**src/rtl/io_sel_ctrl_if.sv**
```systemverilog
// rtl/io_sel_ctrl_if.sv - register bus bundle between the system bus and io_sel_ctrl
interface io_sel_ctrl_if;
    logic        wr_en;
    logic [1:0]  addr;
    logic [31:0] wdata;
    logic [31:0] rdata;

    modport master (output wr_en, output addr, output wdata, input rdata);
    modport slave  (input wr_en, input addr, input wdata, output rdata);
endinterface

```
**src/rtl/io_sel_ctrl.sv**
```systemverilog
// rtl/io_sel_ctrl.sv - glitch-free owner of the shared-pin select vector io_sel[23:11]
module io_sel_ctrl #(
    parameter int GUARD_CYCLES   = 4,
    parameter int TIMEOUT_CYCLES = 1024
) (
    input  logic               clk,
    input  logic               reset_n,
    io_sel_ctrl_if.slave       bus,
    input  logic               spi1_busy,
    input  logic               spi2_busy,
    input  logic               i2c_busy,
    input  logic               ptc_busy,
    output logic [12:0]        io_sel,
    output logic [12:0]        hiz_mask,
    output logic               ctrl_busy
);

    typedef enum logic [1:0] {
        IDLE      = 2'd0,
        WAIT_IDLE = 2'd1,
        GUARD     = 2'd2,
        APPLY     = 2'd3
    } state_t;

    localparam logic [7:0]  GUARD_LOAD = 8'(GUARD_CYCLES - 1);
    localparam logic [15:0] WAIT_LAST  = 16'(TIMEOUT_CYCLES - 1);

    state_t      state, state_nxt;
    logic [12:0] sel_req, sel_req_nxt;
    logic [12:0] io_sel_nxt;
    logic [15:0] wait_cnt, wait_cnt_nxt;
    logic [7:0]  guard_cnt, guard_cnt_nxt;
    logic        timeout_err, reject_err;
    logic        timeout_set, reject_set;
    logic [12:0] changed;
    logic        need_idle;
    logic        sel_write, status_write;
    logic        unused_wdata;

    assign sel_write    = bus.wr_en && (bus.addr == 2'd0);
    assign status_write = bus.wr_en && (bus.addr == 2'd2);
    assign unused_wdata = ^{bus.wdata[31:13]};

    assign changed   = sel_req ^ io_sel;
    // Only peripherals whose pins actually move have to be quiet.
    assign need_idle = ((|changed[4:0])  & spi2_busy)
                     | ((|changed[6:5])  & i2c_busy)
                     | (changed[7]       & ptc_busy)
                     | ((|changed[12:8]) & spi1_busy);

    assign ctrl_busy  = (state != IDLE);
    assign reject_set = sel_write && (state != IDLE);

    always_comb begin
        state_nxt     = state;
        sel_req_nxt   = sel_req;
        io_sel_nxt    = io_sel;
        wait_cnt_nxt  = wait_cnt;
        guard_cnt_nxt = guard_cnt;
        timeout_set   = 1'b0;
        hiz_mask      = 13'd0;
        case (state)
            IDLE: begin
                if (sel_write) begin
                    sel_req_nxt = bus.wdata[12:0];
                    if (bus.wdata[12:0] != io_sel) begin
                        state_nxt    = WAIT_IDLE;
                        wait_cnt_nxt = 16'd0;
                    end
                end
            end
            WAIT_IDLE: begin
                if (!need_idle) begin
                    state_nxt     = GUARD;
                    guard_cnt_nxt = GUARD_LOAD;
                end else if (wait_cnt == WAIT_LAST) begin
                    // Abort leaves the pins untouched and forgets the request.
                    state_nxt    = IDLE;
                    timeout_set  = 1'b1;
                    sel_req_nxt  = io_sel;
                    wait_cnt_nxt = 16'd0;
                end else begin
                    wait_cnt_nxt = wait_cnt + 16'd1;
                end
            end
            GUARD: begin
                hiz_mask = changed;
                if (guard_cnt == 8'd0) begin
                    state_nxt = APPLY;
                end else begin
                    guard_cnt_nxt = guard_cnt - 8'd1;
                end
            end
            APPLY: begin
                hiz_mask   = changed;
                io_sel_nxt = sel_req;
                state_nxt  = IDLE;
            end
            default: begin
                state_nxt = IDLE;
            end
        endcase
    end

    always_ff @(posedge clk or negedge reset_n) begin
        if (!reset_n) begin
            state       <= IDLE;
            sel_req     <= 13'd0;
            io_sel      <= 13'd0;
            wait_cnt    <= 16'd0;
            guard_cnt   <= 8'd0;
            timeout_err <= 1'b0;
            reject_err  <= 1'b0;
        end else begin
            state       <= state_nxt;
            sel_req     <= sel_req_nxt;
            io_sel      <= io_sel_nxt;
            wait_cnt    <= wait_cnt_nxt;
            guard_cnt   <= guard_cnt_nxt;
            // A new error event beats a simultaneous clear.
            timeout_err <= timeout_set | (timeout_err & ~(status_write & bus.wdata[1]));
            reject_err  <= reject_set  | (reject_err  & ~(status_write & bus.wdata[2]));
        end
    end

    always_comb begin
        bus.rdata = 32'd0;
        case (bus.addr)
            2'd0:    bus.rdata = {19'd0, sel_req};
            2'd1:    bus.rdata = {19'd0, io_sel};
            2'd2:    bus.rdata = {29'd0, reject_err, timeout_err, ctrl_busy};
            default: bus.rdata = 32'd0;
        endcase
    end

endmodule

```
**src/flat_wrapper.sv**
```systemverilog
// flat-port wrapper written by rule: the top's interface ports become plain ports
module io_sel_ctrl_flat 
#(
    parameter int GUARD_CYCLES   = 4,
    parameter int TIMEOUT_CYCLES = 1024
)
  (clk, reset_n, spi1_busy, spi2_busy, i2c_busy, ptc_busy, io_sel, hiz_mask, ctrl_busy, bus_wr_en, bus_addr, bus_wdata, bus_rdata);
  io_sel_ctrl_if bus_i ();
  input  logic clk;
  input  logic reset_n;
  input  logic spi1_busy;
  input  logic spi2_busy;
  input  logic i2c_busy;
  input  logic ptc_busy;
  output logic [12:0] io_sel;
  output logic [12:0] hiz_mask;
  output logic ctrl_busy;
  input wire logic [$bits(bus_i.wr_en)-1:0] bus_wr_en;
  input wire logic [$bits(bus_i.addr)-1:0] bus_addr;
  input wire logic [$bits(bus_i.wdata)-1:0] bus_wdata;
  output wire logic [$bits(bus_i.rdata)-1:0] bus_rdata;
  assign bus_i.wr_en = bus_wr_en;
  assign bus_i.addr = bus_addr;
  assign bus_i.wdata = bus_wdata;
  assign bus_rdata = bus_i.rdata;
  io_sel_ctrl #(.GUARD_CYCLES(GUARD_CYCLES), .TIMEOUT_CYCLES(TIMEOUT_CYCLES)) u_core (.clk(clk), .reset_n(reset_n), .bus(bus_i), .spi1_busy(spi1_busy), .spi2_busy(spi2_busy), .i2c_busy(i2c_busy), .ptc_busy(ptc_busy), .io_sel(io_sel), .hiz_mask(hiz_mask), .ctrl_busy(ctrl_busy));
endmodule
```
**config.mk**
```make
export PLATFORM = sky130hd
export DESIGN_NAME = io_sel_ctrl_flat
export DESIGN_NICKNAME = d
export VERILOG_FILES = /design/src/rtl/io_sel_ctrl_if.sv /design/src/rtl/io_sel_ctrl.sv /design/src/flat_wrapper.sv
export SDC_FILE = /design/constraint.sdc
export NUM_CORES = 1
export LEC_CHECK = 0
export ABC_AREA = 1
export CORE_ASPECT_RATIO = 1.4
export CORE_MARGIN = 3
export CORE_UTILIZATION = 54
export DETAILED_ROUTE_END_ITERATION = 10
export HOLD_SLACK_MARGIN = 0.08
export PLACE_DENSITY = 0.83
export RECOVER_POWER = 50
export SETUP_SLACK_MARGIN = 0.4
export SLEW_MARGIN = 10
export SYNTH_ARGS = -nofsm -noshare
export SYNTH_HDL_FRONTEND = slang
export SYNTH_SLANG_ARGS = --single-unit
```
**constraint.sdc**
```tcl
create_clock -name clk -period 2.9 [get_ports clk]
set_clock_uncertainty 0.1 [all_clocks]
set_input_delay 0.435 -clock clk [delete_from_list [all_inputs] [get_ports clk]]
set_output_delay 0.435 -clock clk [all_outputs]
set_load 0.1 [all_outputs]
```
==> impl_results.md <==
- Outcome: completed
- Area leader, netlist: dfrtp_1
- Final HPWL DP: 7.315 mm
- I/O pins: 100
- Htree depth: 2
- Crit Path Class: input port to output port
- Area of the mapped netlist: 3855 um2
- Worst slew pin tran: 1377 ps
- Final setup vio count: 0
- Pre-antenna DRT Iters: 5
- Mapped Cells: 537
- Seq/Total Area, Yosys: 35.05%
- Cts bufs inserted: 5
- Via-per-instance ratio: 5.355
- Max-slew headroom: 8.230%
- Synth top area share: 35.05%
- Critical-path top delay cell: clkdlybuf4s50_1
- Worst-path clk slew: 90 ps
- Non-Filler Instances: 688
- FF+latch area: 1351 um2
- Buffers and inverters on the worst path: 5
- Max-slew violation count: 0
- Clock sink count: 54
- Peak VDD IR: 0.5850 mV
- Final nets: 644
- CTS tree: yes
- Post-DRT Antenna Nets: 0
- N_diodes: 0
- Most frequent cells in the layout: 157 x nand2_1, 54 x dfrtp_1, 41 x inv_1, 31 x nor2_1
- Syn-to-layout area delta: 28.53%
- Hold EP: u_core.guard_cnt[6]
- CP required: 2370 ps
- Most used cell, CP: buf_12
- Multi-input gate area: 2241 um2
- Die Height: 106.0 um
- Initial core utilization: 57.16%
- Routed WL: 9.822 mm
- Fillers: 525
- Min Tclk post-route: 2502 ps
- Max incr delay on CP: 450 ps
- Site Rows: 35
- WP data arrival: 1970 ps
- Max Cap Viol: 0
- Flop-to-flop setup slack: 650 ps
- Fin util: 73.47%
- PD cells: 1256 nW/um2
- DR iter-0 viols: 249
- CP Capture Type: output port
- Die width: 77.41 um
- RR Endpoint: u_core.wait_cnt[4]
- Hold Startpoint: u_core.guard_cnt[6]
- WL per Instance: 14.28 um
- IO Port Bufs: 61
- Crit-path max FO: 7
- R2r worst-path depth: 11
- Critical path launch point type: input port
- Crit-path cells: clkdlybuf4s50_1 > clkbuf_1 > nor2_4 > clkinvlp_4 > buf_12 > o221ai_4 > buf_12
- Placed cells: 679
- # DRC: 0
- RSZ-0062 raised after global routing: no
- Die area: 8203 um2
- Top area cells in the synthesized netlist: dfrtp_1 35%, nand2_1 15%, o21ai_2 5.5%, o21ai_0 4.7%, inv_1 4.3%
- Synth Warn #: 0
- Reg-to-reg startpoint: u_core.state[0]
- Max Fclk: 399.7 MHz
- All-Layer GR Usage: 25.16%
- Via count: 3684
- Initial antenna violation count: 0
- Register bit total from synthesis: 54
- Worst hold path type: register to register
- Core area: 6744 um2
- Post-CTS Hold Buffers: 0
- Post-synth cell types: 41
- Most common cell after layout, fill and taps aside: nand2_1
- Share of cells above drive strength 1: 23.49%
- Mean Syn Cell Area: 7.179 um2
- Congestion Overflow GR: 0
- CP delay by family, top: buffers and inverters
- RD Place Congestion: 0.8481
- Leakage: 0.002261 uW
- Final Cycle Share: 86.28%
- CTS Root Cell: clkbuf_8
- Later-pin clock latency in the skew report: 310 ps
- Pin count of the biggest net entering global routing: 55
- Vias in the first global route: 3618
- Clock buffer depth: 2
- Final Hold Fails: 0
- Min-Delay Path Depth: 2
- First-pass GRT wire length: 16.74 mm
flip-flops by register name (all words and copies together), names as in the netlist, named ones only:
register            count
u_core.reject_err       1
u_core.io_sel          13
u_core.sel_req         13
u_core.wait_cnt        16
u_core.state            1
u_core.timeout_err      1
u_core.guard_cnt        8
worst max path at each step:
stage | startpoint | to | slack (ps) | depth (start not counted)
floorplan | u_core.io_sel[4] | bus_rdata[4] | -150 | 2
global placement | bus_addr[0] | bus_rdata[4] | 280 | 6
detailed placement | bus_addr[0] | bus_rdata[4] | 240 | 6
CTS | bus_addr[1] | bus_rdata[0] | 440 | 6
global route | bus_addr[1] | bus_rdata[2] | 360 | 7
finish | bus_addr[1] | bus_rdata[0] | 400 | 7
cells by family (layout without fill, tap and decap cells):
group           count (synthesis)  after routing  share of synthesized area [%]
compound gates                 93             93                          15.71
xor+xnor                       12             12                          2.726
fa+ha+maj                       7              7                          2.272
buf+inv                        97            138                          12.27
flops                          54             54                          35.05
other cells                     1             19                        0.09728
simple gates                  273            273                          31.87
stage by stage:
stage                     hold WS [ps]  power (uW)  TNS [ps]  instance area [um2]  worst slack, ps
after floorplan                  39.41        4676     -1351                 4056           -151.1
after global placement           353.9        5589         0                 4815            279.5
after detailed placement         359.8        5706         0                 4815            239.5
after CTS                        172.2        6246         0                 4957            444.4
after global routing             394.8        6589         0                 4955            361.4
final                            382.5        6223         0                 4955            398.0
report_power, final:
part           internal (uW)  switching, uW  leakage, uW  total (uW)
clock                    277            250    0.0000573         527
sequential               994            258     0.000714        1250
combinational           1190           3260      0.00149        4440
total                   2460           3770      0.00226        6220
what timing repair did:
action | CTS | global route
cloned | 0 | 0
buffers inserted | 1 | 1
setup endpoints to repair | 13 | 12
resized for setup | 3 | 4
worst reg2reg max path, stage by stage, from the launching register on:
cell and delay [ps]:
dfrtp_1 450, inv_1 110, ha_1 310, o21ai_1 110, nor2_1 150, nand2_1 80, nor2_2 180, a21oi_4 90
nand2_2 70, buf_4 330, nand2_1 110, o21ai_1 90
synthesized netlist by cell type (all sizes together):
| library cell | instances |
|---|---|
| nor3b | 1 |
| o221ai | 3 |
| conb | 1 |
| clkbuf | 10 |
| a31oi | 2 |
| ha | 7 |
| inv | 60 |
| o211ai | 1 |
| nand2 | 170 |
| nor2 | 44 |
| nor3 | 7 |
| dfrtp | 54 |
| o21bai | 2 |
| nand3 | 24 |
| o21ai | 73 |
| nand3b | 3 |
| o21a | 2 |
| nand4 | 19 |
| xor2 | 5 |
| buf | 27 |
| o22ai | 4 |
| or2 | 5 |
| a21oi | 6 |
| xnor2 | 7 |
layer usage:
layer	wire length, um	global-route usage, %	vias to the layer above
li1	-	-	1813
met1	3847	28.19	1740
met2	5337	46.97	107
met3	366	3.305	24
met4	271	10.81	0
met5	0	0	-
area by class of cell:
class,instances,area share [%]
Sequential cell,54,27.27
Tap cell,92,2.323
Multi-Input combinational cell,404,45.23
Inverter,60,4.697
Clock buffer,6,1.667
Timing Repair Buffer,71,18.21
Clock inverter,1,0.6061
Power figures use the tool's default switching activity.
